$ cat src/rtl/lsu_pkg.sv
`default_nettype none
// ============================================================================
// Module      : lsu_pkg
// Description : Shared FSM state type, funct3 codes and access checks for the
//               load/store unit.
// Revision    : 1.0 - initial release
// ============================================================================
package lsu_pkg;

   typedef enum logic [2:0] {
      S_IDLE     = 3'd0,
      S_LOAD     = 3'd1,
      S_RMW_READ = 3'd2,
      S_WRITE    = 3'd3,
      S_RESP     = 3'd4
   } lsu_state_e;

   localparam logic [2:0] c_F3_B  = 3'b000;
   localparam logic [2:0] c_F3_H  = 3'b001;
   localparam logic [2:0] c_F3_W  = 3'b010;
   localparam logic [2:0] c_F3_BU = 3'b100;
   localparam logic [2:0] c_F3_HU = 3'b101;

   function automatic logic lsu_illegal(input logic we, input logic [2:0] funct3);
      logic legal;
      if (we)
         legal = (funct3 == c_F3_B) || (funct3 == c_F3_H) || (funct3 == c_F3_W);
      else
         legal = (funct3 == c_F3_B) || (funct3 == c_F3_H) || (funct3 == c_F3_W) ||
                 (funct3 == c_F3_BU) || (funct3 == c_F3_HU);
      return !legal;
   endfunction

   // funct3[1:0] encodes the access size for every legal code.
   function automatic logic lsu_misaligned(input logic [2:0] funct3, input logic [1:0] byte_off);
      return ((funct3[1:0] == 2'b01) && byte_off[0]) ||
             ((funct3[1:0] == 2'b10) && (byte_off != 2'b00));
   endfunction

endpackage
`default_nettype wire

$ cat src/rtl/lsu_extend.sv
`default_nettype none
// ============================================================================
// Module      : lsu_extend
// Description : Lane select with sign/zero extension for loads, and byte or
//               halfword lane merge for sub-word stores.
// Revision    : 1.0 - initial release
// ============================================================================
module lsu_extend
   import lsu_pkg::*;
(
   input  logic [31:0] i_word,
   input  logic [1:0]  i_byte_off,
   input  logic [2:0]  i_funct3,
   input  logic [31:0] i_wdata,
   output logic [31:0] o_load_data,
   output logic [31:0] o_merged
);

   logic [7:0]  w_byte;
   logic [15:0] w_half;

   always_comb begin
      w_byte = i_word[7:0];
      case (i_byte_off)
         2'd0:    w_byte = i_word[7:0];
         2'd1:    w_byte = i_word[15:8];
         2'd2:    w_byte = i_word[23:16];
         default: w_byte = i_word[31:24];
      endcase
      w_half = i_byte_off[1] ? i_word[31:16] : i_word[15:0];
   end

   always_comb begin
      o_load_data = i_word;
      case (i_funct3)
         c_F3_B:  o_load_data = {{24{w_byte[7]}}, w_byte};
         c_F3_H:  o_load_data = {{16{w_half[15]}}, w_half};
         c_F3_BU: o_load_data = {24'h0, w_byte};
         c_F3_HU: o_load_data = {16'h0, w_half};
         default: o_load_data = i_word;
      endcase
   end

   always_comb begin
      o_merged = i_word;
      case (i_funct3)
         c_F3_B: begin
            case (i_byte_off)
               2'd0:    o_merged[7:0]   = i_wdata[7:0];
               2'd1:    o_merged[15:8]  = i_wdata[7:0];
               2'd2:    o_merged[23:16] = i_wdata[7:0];
               default: o_merged[31:24] = i_wdata[7:0];
            endcase
         end
         c_F3_H: begin
            if (i_byte_off[1])
               o_merged[31:16] = i_wdata[15:0];
            else
               o_merged[15:0]  = i_wdata[15:0];
         end
         default: o_merged = i_wdata;
      endcase
   end

endmodule
`default_nettype wire

$ cat src/rtl/load_store_unit.sv
`default_nettype none
// ============================================================================
// Module      : load_store_unit
// Description : RV32 load/store unit on a word-addressed data memory with
//               read-modify-write for sub-word stores.
// Revision    : 1.0 - initial release
// ============================================================================
module load_store_unit
   import lsu_pkg::*;
(
   input  logic        clk,
   input  logic        rst_n,
   input  logic        req_valid,
   output logic        req_ready,
   input  logic        req_we,
   input  logic [2:0]  req_funct3,
   input  logic [31:0] req_addr,
   input  logic [31:0] req_wdata,
   output logic        resp_valid,
   output logic        resp_err,
   output logic [31:0] resp_rdata,
   output logic [31:0] mem_address,
   output logic [31:0] mem_write_data,
   output logic        mem_write_enable,
   input  logic [31:0] mem_read_data
);

   lsu_state_e  r_state;
   lsu_state_e  w_state_nxt;
   logic        r_we;
   logic [2:0]  r_funct3;
   logic [31:0] r_addr;
   logic [31:0] r_wdata;
   logic [31:0] r_merged;
   logic [31:0] r_rdata;
   logic        r_err;
   logic        w_accept;
   logic        w_bad;
   logic [31:0] w_load_data;
   logic [31:0] w_merged;

   lsu_extend u_extend (
      .i_word      (mem_read_data),
      .i_byte_off  (r_addr[1:0]),
      .i_funct3    (r_funct3),
      .i_wdata     (r_wdata),
      .o_load_data (w_load_data),
      .o_merged    (w_merged)
   );

   assign w_accept = req_valid && (r_state == S_IDLE);
   assign w_bad    = lsu_illegal(req_we, req_funct3) || lsu_misaligned(req_funct3, req_addr[1:0]);

   always_ff @(posedge clk or negedge rst_n) begin
      if (!rst_n)
         r_state <= S_IDLE;
      else
         r_state <= w_state_nxt;
   end

   always_comb begin
      w_state_nxt      = r_state;
      req_ready        = 1'b0;
      resp_valid       = 1'b0;
      resp_err         = 1'b0;
      resp_rdata       = 32'h0;
      mem_address      = {2'b00, r_addr[31:2]};
      mem_write_data   = 32'h0;
      mem_write_enable = 1'b0;
      case (r_state)
         S_IDLE: begin
            req_ready   = 1'b1;
            mem_address = 32'h0;
            if (req_valid) begin
               if (w_bad)
                  w_state_nxt = S_RESP;
               else if (!req_we)
                  w_state_nxt = S_LOAD;
               else if (req_funct3 == c_F3_W)
                  w_state_nxt = S_WRITE;
               else
                  w_state_nxt = S_RMW_READ;
            end
         end
         S_LOAD:     w_state_nxt = S_RESP;
         S_RMW_READ: w_state_nxt = S_WRITE;
         S_WRITE: begin
            mem_write_enable = r_we;
            mem_write_data   = r_merged;
            w_state_nxt      = S_RESP;
         end
         S_RESP: begin
            resp_valid  = 1'b1;
            resp_err    = r_err;
            resp_rdata  = r_rdata;
            w_state_nxt = S_IDLE;
         end
         default: w_state_nxt = S_IDLE;
      endcase
   end

   // r_merged starts as the raw store data so SW needs no read phase.
   always_ff @(posedge clk or negedge rst_n) begin
      if (!rst_n) begin
         r_we     <= 1'b0;
         r_funct3 <= 3'b000;
         r_addr   <= 32'h0;
         r_wdata  <= 32'h0;
         r_merged <= 32'h0;
         r_rdata  <= 32'h0;
         r_err    <= 1'b0;
      end else if (w_accept) begin
         r_we     <= req_we;
         r_funct3 <= req_funct3;
         r_addr   <= req_addr;
         r_wdata  <= req_wdata;
         r_merged <= req_wdata;
         r_rdata  <= 32'h0;
         r_err    <= w_bad;
      end else if (r_state == S_LOAD) begin
         r_rdata  <= w_load_data;
      end else if (r_state == S_RMW_READ) begin
         r_merged <= w_merged;
      end
   end

endmodule
`default_nettype wire

$ cat config.mk
export PLATFORM = sky130hd
export DESIGN_NAME = load_store_unit
export DESIGN_NICKNAME = d
export VERILOG_FILES = /design/src/rtl/lsu_pkg.sv /design/src/rtl/lsu_extend.sv /design/src/rtl/load_store_unit.sv
export SDC_FILE = /design/constraint.sdc
export NUM_CORES = 1
export LEC_CHECK = 0
export CORE_MARGIN = 5
export CORE_UTILIZATION = 31
export CTS_BUF_LIST = sky130_fd_sc_hd__clkbuf_16
export DETAILED_ROUTE_END_ITERATION = 16
export GPL_TIMING_DRIVEN = 0
export HOLD_SLACK_MARGIN = 0.05
export PLACE_DENSITY = 0.63
export SETUP_SLACK_MARGIN = 0.1
export SYNTH_ARGS = -nofsm -noshare
export SYNTH_HDL_FRONTEND = slang
export SYNTH_SLANG_ARGS = --single-unit
export TNS_END_PERCENT = 50
$ cat constraint.sdc
create_clock -name clk -period 3.15 [get_ports clk]
set_input_delay 0.7875 -clock clk [delete_from_list [all_inputs] [get_ports clk]]
set_output_delay 0.7875 -clock clk [all_outputs]
set_load 0.02 [all_outputs]
==> results of run 1 <==
-- flip-flops by register name, indices dropped and copies added (netlist names) --
register / flops
r_rdata: 32
r_wdata: 32
r_we: 1
r_addr: 32
r_merged: 32
r_state: 3
r_err: 1
r_funct3: 3
-- cell usage in the layout, fill, tap and decap left out, types with 4 or more instances in the layout --
cell and instances:
nand2_1 225, clkdlybuf4s50_1 138, dfrtp_1 136, and2_1 67
dlygate4sd2_1 59, nor2b_1 39, clkbuf_1 34, nor2_1 28
and3_1 17, nor3_1 17, a221o_1 17, clkbuf_16 17
o22ai_1 16, nand2b_1 16, nand3_1 16, buf_2 15
mux2i_1 15, a21oi_1 12, o21ai_1 11, inv_1 10
o21ai_0 10, a211oi_1 10, a221oi_1 9, a21o_1 9
o311ai_1 8, o211ai_1 8, mux2_1 8, a2bb2oi_1 7
a22oi_1 7, o211a_1 7, buf_4 6, a2111oi_4 6
clkbuf_2 5, clkbuf_4 4, bufinv_16 4
-- worst max path at each step --
stage / endpoint / depth (start not counted)
after global placement: r_rdata[3]$_DFFE_PN0P_ / 1
after detailed placement: resp_rdata[7] / 5
after CTS: mem_address[4] / 5
final: mem_write_data[8] / 6
after global routing: resp_valid / 5
after floorplan: resp_rdata[22] / 4
-- Yosys cell counts (all sizes together), types with 2 or more instances --
master,count,area (um^2)
nor3,18,95.09
mux2i,15,150.1
and2,67,419.2
nand3,16,80.08
o211a,7,70.07
o21ai,21,105.1
nand2b,18,122.6
a31oi,3,18.77
mux2,9,101.4
dfrtp,136,3403
or3b,2,17.52
o311ai,8,70.07
clkbuf,43,161.4
and3,17,106.4
a2bb2oi,7,61.31
nor2b,39,244.0
a21oi,13,68.82
a21o,9,67.56
nand3b,2,15.01
o22ai,16,100.1
a2111oi,7,180.2
o211ai,8,60.06
nor3b,2,15.01
nand2,225,844.6
a211oi,11,95.09
or2,2,12.52
a22oi,7,52.55
a221oi,9,78.83
buf,23,130.1
nor2,29,111.4
a221o,17,170.2
inv,12,45.05
-- metal layers --
| layer | vias to the layer above | GRT usage | routed length, um |
|---|---|---|---|
| met2 | 229 | 0.3091 | 12130 |
| met5 | - | 0 | 32 |
| met1 | 3292 | 0.2628 | 11760 |
| met4 | 4 | 0.05757 | 538 |
| met3 | 37 | 0.05019 | 1842 |
| li1 | 3271 | - | - |
-- power groups by stage --
stage                     registers (mW)  clock network (mW)  logic (mW)
after floorplan                     2.89                   0        3.05
after global placement              3.05                   0        4.58
after detailed placement            3.08                   0        4.64
after CTS                           3.05                2.12        4.77
after global routing                3.15                2.20        5.25
final                               3.06                2.09        4.79
-- logic make-up (layout without fill, tap and decap cells) --
logic type | after synthesis | after routing | synth area share
flip-flops | 136 | 136 | 0.4634
AO/OA/AOI/OAI | 148 | 148 | 0.1693
other | 1 | 3 | 0.0005106
buffers and inverters | 78 | 315 | 0.04583
multiplexers | 25 | 25 | 0.03731
AND/OR/NAND/NOR | 437 | 437 | 0.2836
-- through the flow --
step	instances	power (mW)	hold WS [ps]	TNS, ps	setup WS, ps
2_1_floorplan	826	5.936	437.4	0	776.1
3_3_place_gp	1345	7.636	449.2	-608180	-4319
3_5_place_dp	1346	7.725	454.5	-23580	-464.8
4_1_cts	1381	9.937	364.9	0	92.51
5_1_grt	1382	10.60	384.6	0	0.6748
6_report	1383	9.944	343.5	0	126.2
-- repair_timing --
| item | 4_1_cts | 5_1_grt |
|---|---|---|
| gates resized for setup | 85 | 5 |
| setup buffers | 4 | 1 |
| hold buffers | 0 | 0 |
| endpoints found under the setup margin | 97 | 63 |
| pin swaps | 2 | 1 |
-- worst max-delay path: cells and delay by family (launching register included) --
family | cells | cell delay, ps
DFF | 1 | 350
and+or+nand+nor | 2 | 420
buffers and inverters | 4 | 1030
-- area by class of cell --
cell class	instances	area (um^2)
Clock inverter	14	182.7
Inverter	12	45.04
Clock buffer	17	425.4
Buffer	66	341.6
Multi-Input combinational cell	612	3637
Tap cell	319	399.1
Sequential cell	136	3403
Antenna cell	1	2.502
Timing Repair Buffer	206	2009
Fill cell	2356	12960
==> summary.md, run 1 <==
| Metric | Value |
|---|---|
| Worst Path Required | `about 2400 ps` |
| Syn avg cell area | `about 8.9 um^2` |
| Pins Over Slew Limit | `0` |
| Final Hold Viols | `0` |
| RR Startpoint | `r_state[1]$_DFFE_PN0P_` |
| Largest net degree at the start of global routing | `73` |
| Num rows | `56` |
| Worst Max-Slew Pin Slew | `approximately 1100 ps` |
| EDFF count, synth | `0` |
| Design Area, Final | `approximately 10,000 um^2` |
| 1st-pass router iterations | `5` |
| Total number of vias | `approximately 6,800` |
| Post-route ant nets | `0` |
| H-tree Lvls | `4` |
| Crit path from | `r_state[1]$_DFFE_PN0P_` |
| Synth Flop Type | `dfrtp_1` |
| Nets | `1,154` |
| Max-cap violations | `0` |
| Status | `finished, final reports clean` |
| Post-DP HPWL | `roughly 20,000 um` |
| Worst setup EP type | `primary output` |
| Share of layout cells above drive strength 1 | `0.08373` |
| CP Cell Sequence | `buf_2, nor3b_4, buf_4, clkbuf_4, and2_1, dlygate4sd2_1` |
| PortBufs | `200` |
| RSZ-0062 raised after global routing | `yes` |
| Hold WC Path Type | `input port to async pin` |
| Ys Warns | `0` |
| Gr usage total | `0.1947` |
| Antenna violations before repair | `2` |
| R2R Path End | `r_wdata[27]$_DFFE_PN0P_` |
| Routed len/inst | `19.02 um` |
| Max-slew headroom | `0.2856` |
| CTS tree | `done` |
| Sw Ratio | `0.4145` |
| DR iter-0 viols | `about 390` |
| Critical Path Slowest Stage Cell | `dfrtp_1` |
| Clk pwr share | `0.211` |
| Maximum vdd drop | `approximately 0.46 mV` |
| Sequential-to-total area share from yosys stat | `0.4634` |
| CTS sink cnt | `136` |
| Netlist Area Pre-Place | `around 7300 um^2` |
| # setup viols final | `0` |
| Arr. time, crit path | `approximately 2200 ps` |
| Wirelength, routed | `26,310 um` |
| Net switching power | `slightly above 4 mW` |
| Clk Latency, worst-skew pair | `430 ps` |
| Asr flop ratio synth | `1.000` |
| First-pass GRT wire length | `approximately 40,000 um` |
| Fin crit share | `0.9599` |
| # DRC | `0` |
| Total CTS buffers | `17` |
| Largest stage delay on the critical path | `between 300 and 400 ps` |
| CTS Buffer Depth | `2` |
| Crit path kind | `flip-flop to primary output` |
| Synthesized instance count | `~830` |
| DR vias/cell | `a little under 5` |
| Clock period minus worst slack | `a little over 3000 ps` |
| Pwr Density | `around 950 nW/um^2` |
| Final Util | `0.4464` |
| R2r worst-path depth | `8` |
| Die width | `about 160 um` |
| Leak | `5.070 nW` |
| Die Y | `163.9 um` |
| Routability cong. | `a little over 0.9` |
| Placed cell area | `just under 10,000 um^2` |
| Root Driver | `clkbuf_16` |
| Crit-path max FO | `10` |
| CP Launch Type | `flip-flop` |
| Initial core utilization | `0.3138` |
| Seq cells post-synth | `approximately 140` |
| Internal | `5.822 mW` |
| Cell variety after synth | `53` |
| Combinational share of power | `0.481` |
| Clock Pin Slew Worst Setup and Hold Paths | `60 ps` |
| Clk_skew | `roughly 9.6 ps` |
| Area delta synth->final | `42.23%` |
| Global route overflow | `0` |
| Boundary pin count | `~200` |
| Max Fclk | `330.7 MHz` |
| Die ar. | `between 20,000 and 30,000 um^2` |
| Number of global-route vias before repair | `around 7,000` |
| Sequential power share | `0.308` |
| Core area | `approximately 23,000 um^2` |
| R2r setup slk | `around 1000 ps` |
Power figures use the tool's default switching activity.
==> inputs of run 2 (changes only) <==
--- a/config.mk
+++ b/config.mk
@@ -12,6 +12,7 @@
 export GPL_TIMING_DRIVEN = 0
 export HOLD_SLACK_MARGIN = 0.05
 export PLACE_DENSITY = 0.63
+export REMOVE_ABC_BUFFERS = 1
 export SETUP_SLACK_MARGIN = 0.1
 export SYNTH_ARGS = -nofsm -noshare
 export SYNTH_HDL_FRONTEND = slang
==> summary.md, run 2 (synthesis gave the netlist of run 1 again) <==
| Metric | Value |
|---|---|
| Max Fclk | `~330 MHz` |
| Hold buffer count at CTS | `0` |
| Status | `finished, final reports clean` |
| Core area | `between 20,000 and 25,000 um^2` |
| R2R Path End | `r_merged[24]$_DFFE_PN0P_` |
| Nets | `~1,100` |
| Post-DP HPWL | `about 17,000 um` |
| Area delta synth->final | `39.93%` |
| Final Util | `0.4392` |
| DR vias/cell | `4.923` |
| Share of layout cells above drive strength 1 | `0.07830` |
| Pwr Density | `around 940 nW/um^2` |
| Hold WC Path Type | `input port to async pin` |
| Crit path kind | `flip-flop to primary output` |
| Met1 Use GR | `0.2349` |
| 1st-pass router iterations | `5` |
| Post-Place Worst Slack | `-163.8 ps` |
| Antenna violations before repair | `7` |
| Number of global-route vias before repair | `a little under 7,000` |
| M3 GR Usage | `0.07503` |
| Fillcell total | `approximately 2,300` |
| R2r setup slk | `~370 ps` |
| Clk_skew | `between 8 and 9 ps` |
| # DRC | `0` |
| Boundary pin count | `203` |
| Die width | `approximately 160 um` |
| Total CTS buffers | `17` |
| Dpl cells | `1,287` |
| Gr usage total | `0.1880` |
| PortBufs | `200` |
| Finished Layout Cells | `approximately 1,300` |
| CTS Buffer Depth | `2` |
| Total number of vias | `around 6,500` |
| Largest net degree at the start of global routing | `91` |
| PnR worst setup slack | `120.2 ps` |
| Post-route ant nets | `0` |
| Num rows | `between 50 and 60` |
| Global route overflow | `0` |
| Max-slew headroom | `0.1053` |
| CTS tree | `done` |
| RSZ-0062 raised after global routing | `yes` |
| Clk Latency, worst-skew pair | `420 ps` |
| Fin crit share | `0.9619` |
| CP Launch Type | `flip-flop` |
| Crit-path max FO | `7` |
| Worst setup EP type | `primary output` |
| Final Hold Viols | `0` |
| CTS sink cnt | `approximately 140` |
| Pins Over Slew Limit | `0` |
| Final Power | `between 9 and 10 mW` |
| Initial core utilization | `0.3138` |
| Root Driver | `clkbuf_16` |
| # setup viols final | `0` |
| Max-cap violations | `0` |
| Arr. time, crit path | `about 2200 ps` |
| DR iter-0 viols | `slightly above 300` |
| Leak | `4.772 nW` |
| GR peak layer | `met2` |
| Routed len/inst | `18.74 um` |
| Die Y | `around 160 um` |
| Worst Path Required | `approximately 2400 ps` |
| Clock period minus worst slack | `slightly above 3000 ps` |
| RR Startpoint | `r_state[0]$_DFFE_PN0P_` |
| Worst Max-Slew Pin Slew | `between 1000 and 1500 ps` |
| First-pass GRT wire length | `39,010 um` |
| Met2 usage | `0.3001` |
| Wirelength, routed | `roughly 25,000 um` |
| Maximum vdd drop | `between 0.5 and 0.6 mV` |
| R2r worst-path depth | `6` |
| Leading cell type in the layout, fill and taps excluded | `nand2_1` |
| Routability cong. | `roughly 0.8` |
| Die ar. | `26,870 um^2` |
| H-tree Lvls | `4` |
| Most frequent cells in the layout | `nand2_1, clkdlybuf4s50_1, dfrtp_1` |
| Clock Pin Slew Worst Setup and Hold Paths | `60 ps` |
[run 2: changes by cell type in the layout (fill, tap and decap cells not counted), sizes merged]
cell,delta
clkinvlp,-1
dlygate4sd2,-47
clkbuf,-46
dlymetal6s2s,+3
clkinv,+3
inv,+1
buf,-10
bufinv,-3
clkdlybuf4s50,+46
[run 2: repair_timing]
action / in CTS / in global routing
gates resized for setup: 18 / 6
setup endpoints to repair: 100 / 53
pin swaps: 2 / 0
buffers inserted: 10 / 0
[run 2: worst max-delay path, stage by stage, from the launching register on]
cell	delay (ps)
dfrtp_2	410
buf_4	160
nor3b_4	270
buf_4	210
and2_1	160
clkdlybuf4s50_1	620
[run 2: final cells by class]
cell class,count,area [um^2],area share
Antenna cell,1,2.502,0.0002435
Clock buffer,17,425.4,0.04139
Clock inverter,14,112.6,0.01096
Timing Repair Buffer,218,2226,0.2166
Inverter,12,45.04,0.004383
Sequential cell,136,3410,0.3317
Multi-Input combinational cell,612,3657,0.3559
Tap cell,319,399.1,0.03884
[run 2: how the worst max path moves through the flow]
stage / from / endpoint / slack, ps / cells past startpoint
after floorplan: r_state[1]$_DFFE_PN0P_ / r_rdata[7]$_DFFE_PN0P_ / -1150 / 4
after global placement: rst_n / r_addr[30]$_DFFE_PN0P_ / -4600 / 1
after detailed placement: r_state[0]$_DFFE_PN0P_ / mem_write_data[7] / -160 / 6
after CTS: r_state[2]$_DFFE_PN0P_ / mem_write_data[7] / 20 / 5
after global routing: r_state[0]$_DFFE_PN0P_ / resp_rdata[4] / 30 / 5
final: r_state[0]$_DFFE_PN0P_ / resp_rdata[23] / 120 / 5
[run 2: layer usage]
metal | up-vias | part of all wire
met5 | - | 0.0029
met4 | 12 | 0.024
met3 | 39 | 0.089
met2 | 226 | 0.46
met1 | 3105 | 0.42
li1 | 3161 | -
[run 2: where the power goes]
group          internal (mW)  switching (mW)
Sequential              2.56           0.766
Combinational           1.95            2.51
Clock                   1.07           0.775
Total                   5.57            4.05
[run 2: through the flow]
step | hold slack [ps] | setup TNS, ps | area [um^2]
floorplan | 437.4 | -69790 | 7057
global placement | 448.7 | -1082590 | 9458
detailed placement | 454.1 | -1194 | 9629
CTS | 302.6 | 0 | 10260
global route | 314.3 | 0 | 10280
finish | 296.3 | 0 | 10280
